==> src/rtl/charram_access_sequencer.sv <==
// charram_access_sequencer: 4416-style 16Kx4 character DRAM sequencer.
// Arbitrates video fetch, CPU access and RAS-only refresh.
//
// Ports:
//   i_MCLK, i_RST        clock, async active-high reset
//   i_VID_REQ/ADDR       video fetch request (level) and address
//   o_VID_DATA/VLD       video read data and one-cycle completion
//   i_CPU_REQ/WR/ADDR/DIN  CPU request, held until o_CPU_ACK
//   o_CPU_DOUT/ACK       CPU read data and one-cycle completion
//   o_ADDR, o_DIN, i_DOUT  DRAM mux address, write data, read data
//   o_RAS_n..o_RD_n      DRAM strobes, active low
//   o_BUSY               sequencer not idle
`timescale 1ns/1ps
module charram_access_sequencer #(
  parameter int PRE_CYC     = 2,
  parameter int RFSH_PERIOD = 140
) (
  input  logic        i_MCLK,
  input  logic        i_RST,
  input  logic        i_VID_REQ,
  input  logic [13:0] i_VID_ADDR,
  output logic [3:0]  o_VID_DATA,
  output logic        o_VID_VLD,
  input  logic        i_CPU_REQ,
  input  logic        i_CPU_WR,
  input  logic [13:0] i_CPU_ADDR,
  input  logic [3:0]  i_CPU_DIN,
  output logic [3:0]  o_CPU_DOUT,
  output logic        o_CPU_ACK,
  output logic [7:0]  o_ADDR,
  output logic [3:0]  o_DIN,
  input  logic [3:0]  i_DOUT,
  output logic        o_RAS_n,
  output logic        o_CAS_n,
  output logic        o_WR_n,
  output logic        o_RD_n,
  output logic        o_BUSY
);

  localparam int RW = $clog2(RFSH_PERIOD);
  localparam logic [RW-1:0] RF_LAST = RW'(RFSH_PERIOD - 1);
  localparam logic [2:0] PRE_LAST = 3'(PRE_CYC - 1);

  typedef enum logic [2:0] {
    S_IDLE, S_RAS, S_CAS, S_XFER,
    S_CAP, S_PRE, S_RFA, S_RFB
  } state_t;

  typedef enum logic [1:0] {
    OWN_VID, OWN_CPU, OWN_RF
  } own_t;

  state_t          state_q, state_d;
  own_t            own_q, own_d;
  logic [13:0]     addr_q, addr_d;
  logic            wr_q, wr_d;
  logic [3:0]      din_q, din_d;
  logic [2:0]      pre_q, pre_d;
  logic [RW-1:0]   tmr_q, tmr_d;
  logic [7:0]      rrow_q, rrow_d;
  logic            pend_q, pend_d;
  logic [3:0]      vdat_q, vdat_d;
  logic [3:0]      cdat_q, cdat_d;

  always_ff @(posedge i_MCLK or posedge i_RST) begin
    if (i_RST) begin
      state_q <= S_IDLE;
      own_q   <= OWN_VID;
      addr_q  <= '0;
      wr_q    <= 1'b0;
      din_q   <= '0;
      pre_q   <= '0;
      tmr_q   <= '0;
      rrow_q  <= '0;
      pend_q  <= 1'b0;
      vdat_q  <= '0;
      cdat_q  <= '0;
    end else begin
      state_q <= state_d;
      own_q   <= own_d;
      addr_q  <= addr_d;
      wr_q    <= wr_d;
      din_q   <= din_d;
      pre_q   <= pre_d;
      tmr_q   <= tmr_d;
      rrow_q  <= rrow_d;
      pend_q  <= pend_d;
      vdat_q  <= vdat_d;
      cdat_q  <= cdat_d;
    end
  end

  always_comb begin
    state_d = state_q;
    own_d   = own_q;
    addr_d  = addr_q;
    wr_d    = wr_q;
    din_d   = din_q;
    pre_d   = pre_q;
    rrow_d  = rrow_q;
    pend_d  = pend_q;
    vdat_d  = vdat_q;
    cdat_d  = cdat_q;

    // A wrap that lands on the refresh grant is absorbed by it.
    if (tmr_q == RF_LAST) begin
      tmr_d  = '0;
      pend_d = 1'b1;
    end else begin
      tmr_d  = tmr_q + 1'b1;
    end

    unique case (state_q)
      S_IDLE: begin
        if (i_VID_REQ) begin
          state_d = S_RAS;
          own_d   = OWN_VID;
          addr_d  = i_VID_ADDR;
          wr_d    = 1'b0;
        end else if (pend_q) begin
          state_d = S_RFA;
          own_d   = OWN_RF;
          pend_d  = 1'b0;
        end else if (i_CPU_REQ) begin
          state_d = S_RAS;
          own_d   = OWN_CPU;
          addr_d  = i_CPU_ADDR;
          wr_d    = i_CPU_WR;
          din_d   = i_CPU_DIN;
        end
      end
      S_RAS:  state_d = S_CAS;
      S_CAS:  state_d = S_XFER;
      S_XFER: state_d = S_CAP;
      S_CAP: begin
        state_d = S_PRE;
        pre_d   = '0;
        if (!wr_q) begin
          if (own_q == OWN_VID) vdat_d = i_DOUT;
          else if (own_q == OWN_CPU) cdat_d = i_DOUT;
        end
      end
      S_PRE: begin
        if (pre_q == PRE_LAST) state_d = S_IDLE;
        else pre_d = pre_q + 1'b1;
      end
      S_RFA:  state_d = S_RFB;
      S_RFB: begin
        state_d = S_PRE;
        pre_d   = '0;
        rrow_d  = rrow_q + 1'b1;
      end
      default: state_d = S_IDLE;
    endcase
  end

  always_comb begin
    o_RAS_n   = 1'b1;
    o_CAS_n   = 1'b1;
    o_WR_n    = 1'b1;
    o_RD_n    = 1'b1;
    o_ADDR    = '0;
    o_DIN     = '0;
    o_VID_VLD = 1'b0;
    o_CPU_ACK = 1'b0;
    o_BUSY    = (state_q != S_IDLE);

    unique case (state_q)
      S_IDLE: ;
      S_RAS: begin
        o_RAS_n = 1'b0;
        o_ADDR  = addr_q[7:0];
      end
      S_CAS: begin
        o_RAS_n = 1'b0;
        o_CAS_n = 1'b0;
        o_ADDR  = {1'b0, addr_q[13:8], 1'b0};
      end
      S_XFER: begin
        o_RAS_n = 1'b0;
        o_CAS_n = 1'b0;
        o_ADDR  = {1'b0, addr_q[13:8], 1'b0};
        if (wr_q) begin
          o_WR_n = 1'b0;
          o_DIN  = din_q;
        end else begin
          o_RD_n = 1'b0;
        end
      end
      S_CAP: o_RAS_n = 1'b0;
      S_PRE: begin
        // Completion strobe only on the first precharge cycle.
        if (pre_q == '0) begin
          o_VID_VLD = (own_q == OWN_VID);
          o_CPU_ACK = (own_q == OWN_CPU);
        end
      end
      S_RFA, S_RFB: begin
        o_RAS_n = 1'b0;
        o_ADDR  = rrow_q;
      end
      default: ;
    endcase
  end

  assign o_VID_DATA = vdat_q;
  assign o_CPU_DOUT = cdat_q;

endmodule

==> config.mk <==
export PLATFORM = sky130hd
export DESIGN_NAME = charram_access_sequencer
export DESIGN_NICKNAME = d
export VERILOG_FILES = /design/src/rtl/charram_access_sequencer.sv
export SDC_FILE = /design/constraint.sdc
export NUM_CORES = 1
export LEC_CHECK = 0
export CAP_MARGIN = 20
export CORE_ASPECT_RATIO = 0.75
export CORE_MARGIN = 5
export CORE_UTILIZATION = 52
export DETAILED_ROUTE_END_ITERATION = 8
export PLACE_DENSITY_LB_ADDON = 0.15
export SLEW_MARGIN = 40
export SYNTH_ARGS = -nofsm -noshare
export SYNTH_HDL_FRONTEND = slang
export SYNTH_SLANG_ARGS = --single-unit
==> constraint.sdc <==
create_clock -name i_MCLK -period 2.4 [get_ports i_MCLK]
set_input_delay 0.36 -clock i_MCLK [delete_from_list [all_inputs] [get_ports i_MCLK]]
set_output_delay 0.36 -clock i_MCLK [all_outputs]
set_load 0.03 [all_outputs]
==> results of run 1 <==
==> power groups by stage <==
stage / Combinational [W] / Clock (W) / Sequential (W)
after detailed placement: 0.00165 / 0 / 0.00146
final: 0.00164 / 0.000459 / 0.00145
after global routing: 0.00180 / 0.000506 / 0.00150
after CTS: 0.00166 / 0.000468 / 0.00144
after floorplan: 0.000995 / 0 / 0.00149
after global placement: 0.00164 / 0 / 0.00145
==> what timing repair did <==
action | 4_1_cts | 5_1_grt
endpoints found under the setup margin | 7 | 9
gates resized for setup | 4 | 11
pin swaps | 0 | 0
==> how the worst max path moves through the flow <==
| stage | slack (ns) | cells past startpoint | startpoint | end |
|---|---|---|---|---|
| after CTS | 0.005 | 5 | state_q[1]$_DFFE_PP0P_ | o_ADDR[3] |
| after global placement | 0.26 | 5 | state_q[0]$_DFFE_PP0P_ | o_ADDR[1] |
| after global routing | 0.10 | 5 | state_q[0]$_DFFE_PP0P_ | o_VID_VLD |
| final | 0.25 | 5 | state_q[1]$_DFFE_PP0P_ | o_VID_VLD |
| after floorplan | 0.37 | 5 | state_q[0]$_DFFE_PP0P_ | o_CPU_ACK |
| after detailed placement | 0.19 | 5 | state_q[0]$_DFFE_PP0P_ | o_ADDR[2] |
==> layer usage <==
metal | share of wire [%] | global-route usage (%) | vias to the layer above
met5 | 0 | 0 | -
met2 | 43 | 25.2 | 46
li1 | - | - | 1005
met1 | 51 | 26.7 | 916
met4 | 0.64 | 3.46 | 0
met3 | 5.9 | 5.46 | 4
==> cell usage after synthesis, types with 2 or more instances <==
cell      instances
clkbuf_1          5
buf_4             2
nor3b_1           2
nor3_1            2
xnor2_1           8
nor2_1           16
nand4_1           2
buf_2             5
o21ai_0          26
a21oi_1           7
and3_1            7
mux2_2           14
nand2b_1          4
nor2b_1           4
inv_1             7
ha_1              5
a32o_1            2
nand4b_1          2
nand3_1           9
nand2_1          29
mux2i_1          18
xor2_1            5
and2_1            4
o21a_1            2
dfrtp_1          52
==> logic make-up (layout without fill, tap and decap cells) <==
| family | after synthesis | after routing | synth area share [%] |
|---|---|---|---|
| xor+xnor | 13 | 13 | 4.37 |
| simple gates | 88 | 88 | 17.9 |
| mux | 32 | 32 | 13.0 |
| compound gates | 42 | 42 | 9.17 |
| flops | 52 | 52 | 49.9 |
| fa+ha+maj | 5 | 5 | 2.40 |
| buf+inv | 19 | 90 | 3.26 |
==> state kept, by name (all words and copies together), names as in the netlist <==
name	count
tmr_q	8
rrow_q	8
o_VID_DATA	4
o_CPU_DOUT	4
state_q	3
addr_q	14
pre_q	3
wr_q	1
din_q	4
own_q	2
pend_q	1
==> worst max-delay path: stages (launching register included) <==
cell and delay (ns):
dfrtp_1 0.41, buf_4 0.17, nor2_1 0.15, nand4b_1 0.16, nor3_1 0.18, dlygate4sd2_1 0.43
==> through the flow <==
step,hold WS [ns],cell area [µm²],util [%],worst slack (ns),cells
3_3_place_gp,0.447,3360,68.9,0.261,375
6_report,0.391,3470,71.2,0.251,382
4_1_cts,0.410,3440,70.5,0.00477,382
3_5_place_dp,0.449,3360,68.9,0.185,375
5_1_grt,0.443,3470,71.2,0.102,382
2_1_floorplan,0.433,2610,-,0.368,251
==> placed cells by master (no fill, tap or decap), drive strengths merged, types with 3 or more instances in the layout <==
| cell | n |
|---|---|
| dfrtp | 52 |
| clkdlybuf4s50 | 50 |
| nand2 | 29 |
| o21ai | 27 |
| mux2i | 18 |
| nor2 | 16 |
| buf | 15 |
| mux2 | 14 |
| nand3 | 9 |
| dlymetal6s2s | 9 |
| xnor2 | 8 |
| a21oi | 7 |
| and3 | 7 |
| inv | 7 |
| clkbuf | 6 |
| xor2 | 5 |
| ha | 5 |
| nor2b | 4 |
| nand2b | 4 |
| and2 | 4 |
| nor3 | 3 |
| nor3b | 3 |
==> layout make-up <==
cell class,count,share of cell area [%]
Sequential cell,52,37.6
Multi-Input combinational cell,180,35.4
Timing Repair Buffer,76,21.8
Tap cell,60,2.17
Clock buffer,6,2.09
Inverter,7,0.758
Clock inverter,1,0.144
==> impl_metrics.yaml, run 1 <==
clock_network:
  clock_tree.buffer_depth: 2
  clk-insertion-delay-late_ns: 0.29
  cts-hold-fix-buffers: 0
  cts_made_buffers: 5
  clock-root-buffer: "clkbuf_8"
  tritoncts: "built"
  cts.reportedPaths.clkPinSlew_ns: 0.09
  tritoncts_num_sinks: 52
  cts_max_level: 2
  postCtsSetupRepairBufs: 0
final_layout:
  nets_final: 368
  fillers: 399
  antennaDiodeCount: 0
  sequential_cell_area_mm2: 0.00130
  post_route_cells_drive_above_1_share_pct: 13.4
  multi_input_area_mm2: 0.00123
  areaGrowthSynthToFinish_pct: 33.0
yosys:
  ys.warnings.count: 0
  synthCells: 251
  netlist_area_mm2: 0.00261
  post_synth_top_flop: "dfrtp_1"
  mappedNetlistNets: 297
  yosys_register_bits: 52
  synthArstFlopShare_pct: 100
  synth_enable_flop_cells: 0
  ys_seq_area_share_pct: 49.9
  synthDominantCellAreaShare_pct: 49.9
  syn_avg_cell_area_um2: 10.4
  cell_types_with_the_largest_area_share_after_synthesis: "dfrtp_1 (50%), mux2i_1 (6.9%), mux2_2 (6.0%)"
  yosysUniqueCellTypes: 37
  yosysTopAreaCell: "dfrtp_1"
detailed_routing:
  router_iterations_before_antenna_repair: 4
  drt_drc: 0
  detail_route.iter0.violations: 83
  num_vias: 1971
  drt-vias-per-instance: 5.16
  drt-total-wl_um: 5480
  antenna_violating_nets_post_route: 0
  wl_cell_um: 14.3
sta:
  max_clock_freq_mhz: 465
  finalCriticalPeriod_ns: 2.15
  timing.final.setup_violations: 0
  setup_total_negative_slack_ns: 0
  finalCritPeriodShare_pct: 89.5
  timing_max_transition_violations_final: 0
  fin_skew_ns: 0.00886
  rsz0062_at_grt: "no"
  timing.max_slew.rel_slack_pct: 69.0
  hold_viol: 0
  worst_slew_pin_slew_ns: 0.464
power_and_ir_drop:
  worst_vdd_drop_mv: 0.365
  power_frac_comb_pct: 46.2
  power_frac_seq_pct: 40.9
  pwr_density_cell_mw_per_mm2: 1020
  power_report.internal_total_w: 0.00214
  p_leak_nw: 1.65
  power.share.switching_pct: 39.9
  clock_network_fraction_of_design_power_pct: 12.9
  switchingPower_w: 0.00142
  totalPowerFinal_w: 0.00355
placed_design:
  gpl.final_weighted_congestion: 0.860
  port_buffers: 67
  dp_hpwl_um: 4230
global_route:
  grt_usage_pct: 17.7
  grt-ovfl-total: 0
  grt_antenna_before_repair: 0
  grt_pass1_vias: 1932
  pin_count_of_the_biggest_net_entering_global_routing: 32
  grt_first_pass_wirelength_um: 9390
setup_path:
  worstPathArrival_ns: 1.79
  r2r_setup_slack_ns: 0.74
  critPathCaptureType: "output port"
  largest_fanout_on_the_critical_path: 6
  worst-endpoint-required_ns: 2.04
  start_kind: "flip-flop"
  reg2reg_depth: 4
  criticalPathCategory: "flip-flop to output port"
  timing.rr.start: "state_q[2]$_DFFE_PP0P_"
  endpoint_of_the_most_critical_register_to_register_path: "o_CPU_DOUT[0]$_DFFE_PP0P_"
hold_path:
  min_path_type: "input pin to asynchronous set/reset pin"
flow_run:
  max-cap-violations: 0
status:
  status: "finished clean"
floorplanning:
  initial_core_util_pct: 53.5
  die_height_um: 71.3
  dieArea_mm2: 0.00654
  core-area_mm2: 0.00487
  floorplan.io_pins: 68
  width_of_the_die_um: 91.7
  floorplan.rows: 22
Power figures use the tool's default switching activity.
==> run 2: changes to the inputs <==
CTS_CLUSTER_SIZE = 24   (was not set)
SETUP_SLACK_MARGIN = 0.1   (was not set)
==> impl_metrics.yaml, run 2 (same netlist as run 1, synthesis figures left out) <==
status:
  status: "finished clean"
placed_design:
  dp_hpwl_um: 4230
  port_buffers: 67
  placed_area_mm2: 0.00336
  place_ws_ns: 0.185
  gpl.final_weighted_congestion: 0.860
power_and_ir_drop:
  pwr_density_cell_mw_per_mm2: 1020
  power_frac_comb_pct: 45.8
  power_report.internal_total_w: 0.00211
  worst_vdd_drop_mv: 0.362
  p_leak_nw: 1.56
  switchingPower_w: 0.00140
  power_frac_seq_pct: 41.3
  power.share.switching_pct: 40.0
  clock_network_fraction_of_design_power_pct: 13.0
floorplanning:
  core-area_mm2: 0.00487
  width_of_the_die_um: 91.7
  die_height_um: 71.3
  floorplan.io_pins: 68
  dieArea_mm2: 0.00654
  initial_core_util_pct: 53.5
  floorplan.rows: 22
detailed_routing:
  wl_cell_um: 14.2
  top_layer: "met4"
  drt-vias-per-instance: 5.20
  antenna_violating_nets_post_route: 0
  routed-wl-met2_um: 2300
  router_iterations_before_antenna_repair: 4
  m1WireLength_um: 2760
  drt-total-wl_um: 5440
  num_vias: 1985
  drt_drc: 0
  detail_route.iter0.violations: 87
  met3_length_um: 354
setup_path:
  r2r_setup_slack_ns: 0.77
  endpoint_of_the_most_critical_register_to_register_path: "o_CPU_DOUT[1]$_DFFE_PP0P_"
  worstPathArrival_ns: 1.78
  start_kind: "flip-flop"
  largest_fanout_on_the_critical_path: 11
  timing.rr.start: "state_q[2]$_DFFE_PP0P_"
  criticalPathCategory: "flip-flop to output port"
  reg2reg_depth: 4
  worst-endpoint-required_ns: 2.04
  critPathCaptureType: "output port"
sta:
  rsz0062_at_grt: "no"
  timing.final.setup_violations: 0
  timing.max_slew.rel_slack_pct: 69.0
  setup_total_negative_slack_ns: 0
  worst_slew_pin_slew_ns: 0.464
  timing_max_transition_violations_final: 0
  max_clock_freq_mhz: 467
  fin_skew_ns: 0.00836
  hold_viol: 0
  finalCritPeriodShare_pct: 89.1
  final_hold_slack_ns: 0.395
  finalCriticalPeriod_ns: 2.14
  finalWorstSetupSlack_ns: 0.261
clock_network:
  cts-hold-fix-buffers: 0
  clock-root-buffer: "clkbuf_8"
  clk-insertion-delay-late_ns: 0.29
  cts_max_level: 2
  clock_tree.buffer_depth: 2
  cts.reportedPaths.clkPinSlew_ns: 0.08
  tritoncts: "built"
  cts_made_buffers: 5
  tritoncts_num_sinks: 52
final_layout:
  utilization_pct: 70.4
  fillers: 403
  areaGrowthSynthToFinish_pct: 31.7
  post_route_cells_drive_above_1_share_pct: 13.4
  antennaDiodeCount: 0
  layout_top_registers: "addr_q: 14 flops, rrow_q: 8 flops, tmr_q: 8 flops"
  nets_final: 368
  finish.instance_area_mm2: 0.00343
  top_register: "addr_q"
  flip_flop_count_of_the_largest_register_after_layout: 14
  most_frequent_cells_in_the_layout: "dfrtp_1 (50), clkdlybuf4s50_1 (50), nand2_1 (29), o21ai_0 (25), mux2i_1 (18)"
global_route:
  pin_count_of_the_biggest_net_entering_global_routing: 32
  grt_first_pass_wirelength_um: 9390
  grt_antenna_before_repair: 0
  grt_pass1_vias: 1932
  grt_usage_pct: 17.7
  grt-ovfl-total: 0
flow_run:
  max-cap-violations: 0
hold_path:
  min_path_type: "input pin to asynchronous set/reset pin"
-- run 2: cell count changes in the layout (fill, tap and decap cells not counted), sizes merged --
cell	before	now
dlygate4sd2	2	9
dlymetal6s2s	9	1
clkdlybuf4s15	0	1
-- run 2: layout make-up --
cell class | count | area [µm²] | share of cell area, %
multi-input combinational | 180 | 1220 | 35.6
sequential | 52 | 1300 | 38.0
clock inverter | 1 | 5.00 | 0.146
tap | 60 | 75.1 | 2.19
inverter | 7 | 26.3 | 0.766
clock buffer | 6 | 72.6 | 2.11
timing repair buffer | 76 | 727 | 21.2
-- run 2: critical path, stage by stage (launching register included) --
cell,delay [ns]
dfrtp_2,0.49
xor2_1,0.19
nor2_1,0.13
clkdlybuf4s50_1,0.69
-- run 2: power groups by stage --
stage	Clock [W]	Combinational, W	Sequential (W)
floorplan	0	0.000995	0.00149
global placement	0	0.00164	0.00145
detailed placement	0	0.00165	0.00146
CTS	0.000468	0.00162	0.00145
global route	0.000506	0.00177	0.00150
finish	0.000456	0.00161	0.00145
-- run 2: layer usage --
layer / vias up / track usage, %
met5: - / 0
met4: 0 / 3.46
met3: 4 / 5.46
met2: 56 / 25.2
met1: 918 / 26.7
li1: 1007 / -
-- run 2: through the flow --
stage / instances / power, W
floorplan: 251 / 0.00249
global placement: 375 / 0.00309
detailed placement: 375 / 0.00311
CTS: 382 / 0.00354
global route: 382 / 0.00377
finish: 382 / 0.00352
-- run 2: how the worst max path moves through the flow --
stage / start / end / slack (ns) / cells after the start
6_report: state_q[0]$_DFFE_PP0P_ / o_RAS_n / 0.26 / 3
5_1_grt: state_q[0]$_DFFE_PP0P_ / o_VID_VLD / 0.11 / 5
4_1_cts: state_q[0]$_DFFE_PP0P_ / o_ADDR[2] / 0.04 / 5
3_5_place_dp: state_q[0]$_DFFE_PP0P_ / o_ADDR[2] / 0.19 / 5
3_3_place_gp: state_q[0]$_DFFE_PP0P_ / o_ADDR[1] / 0.26 / 5
2_1_floorplan: state_q[0]$_DFFE_PP0P_ / o_CPU_ACK / 0.37 / 5
-- run 2: repair_timing --
item                       in CTS  in global routing
setup buffers                   0                  0
setup endpoints to repair      11                  2
resized for setup              13                  2
gates cloned                    0                  0
pin swaps                       0                  0
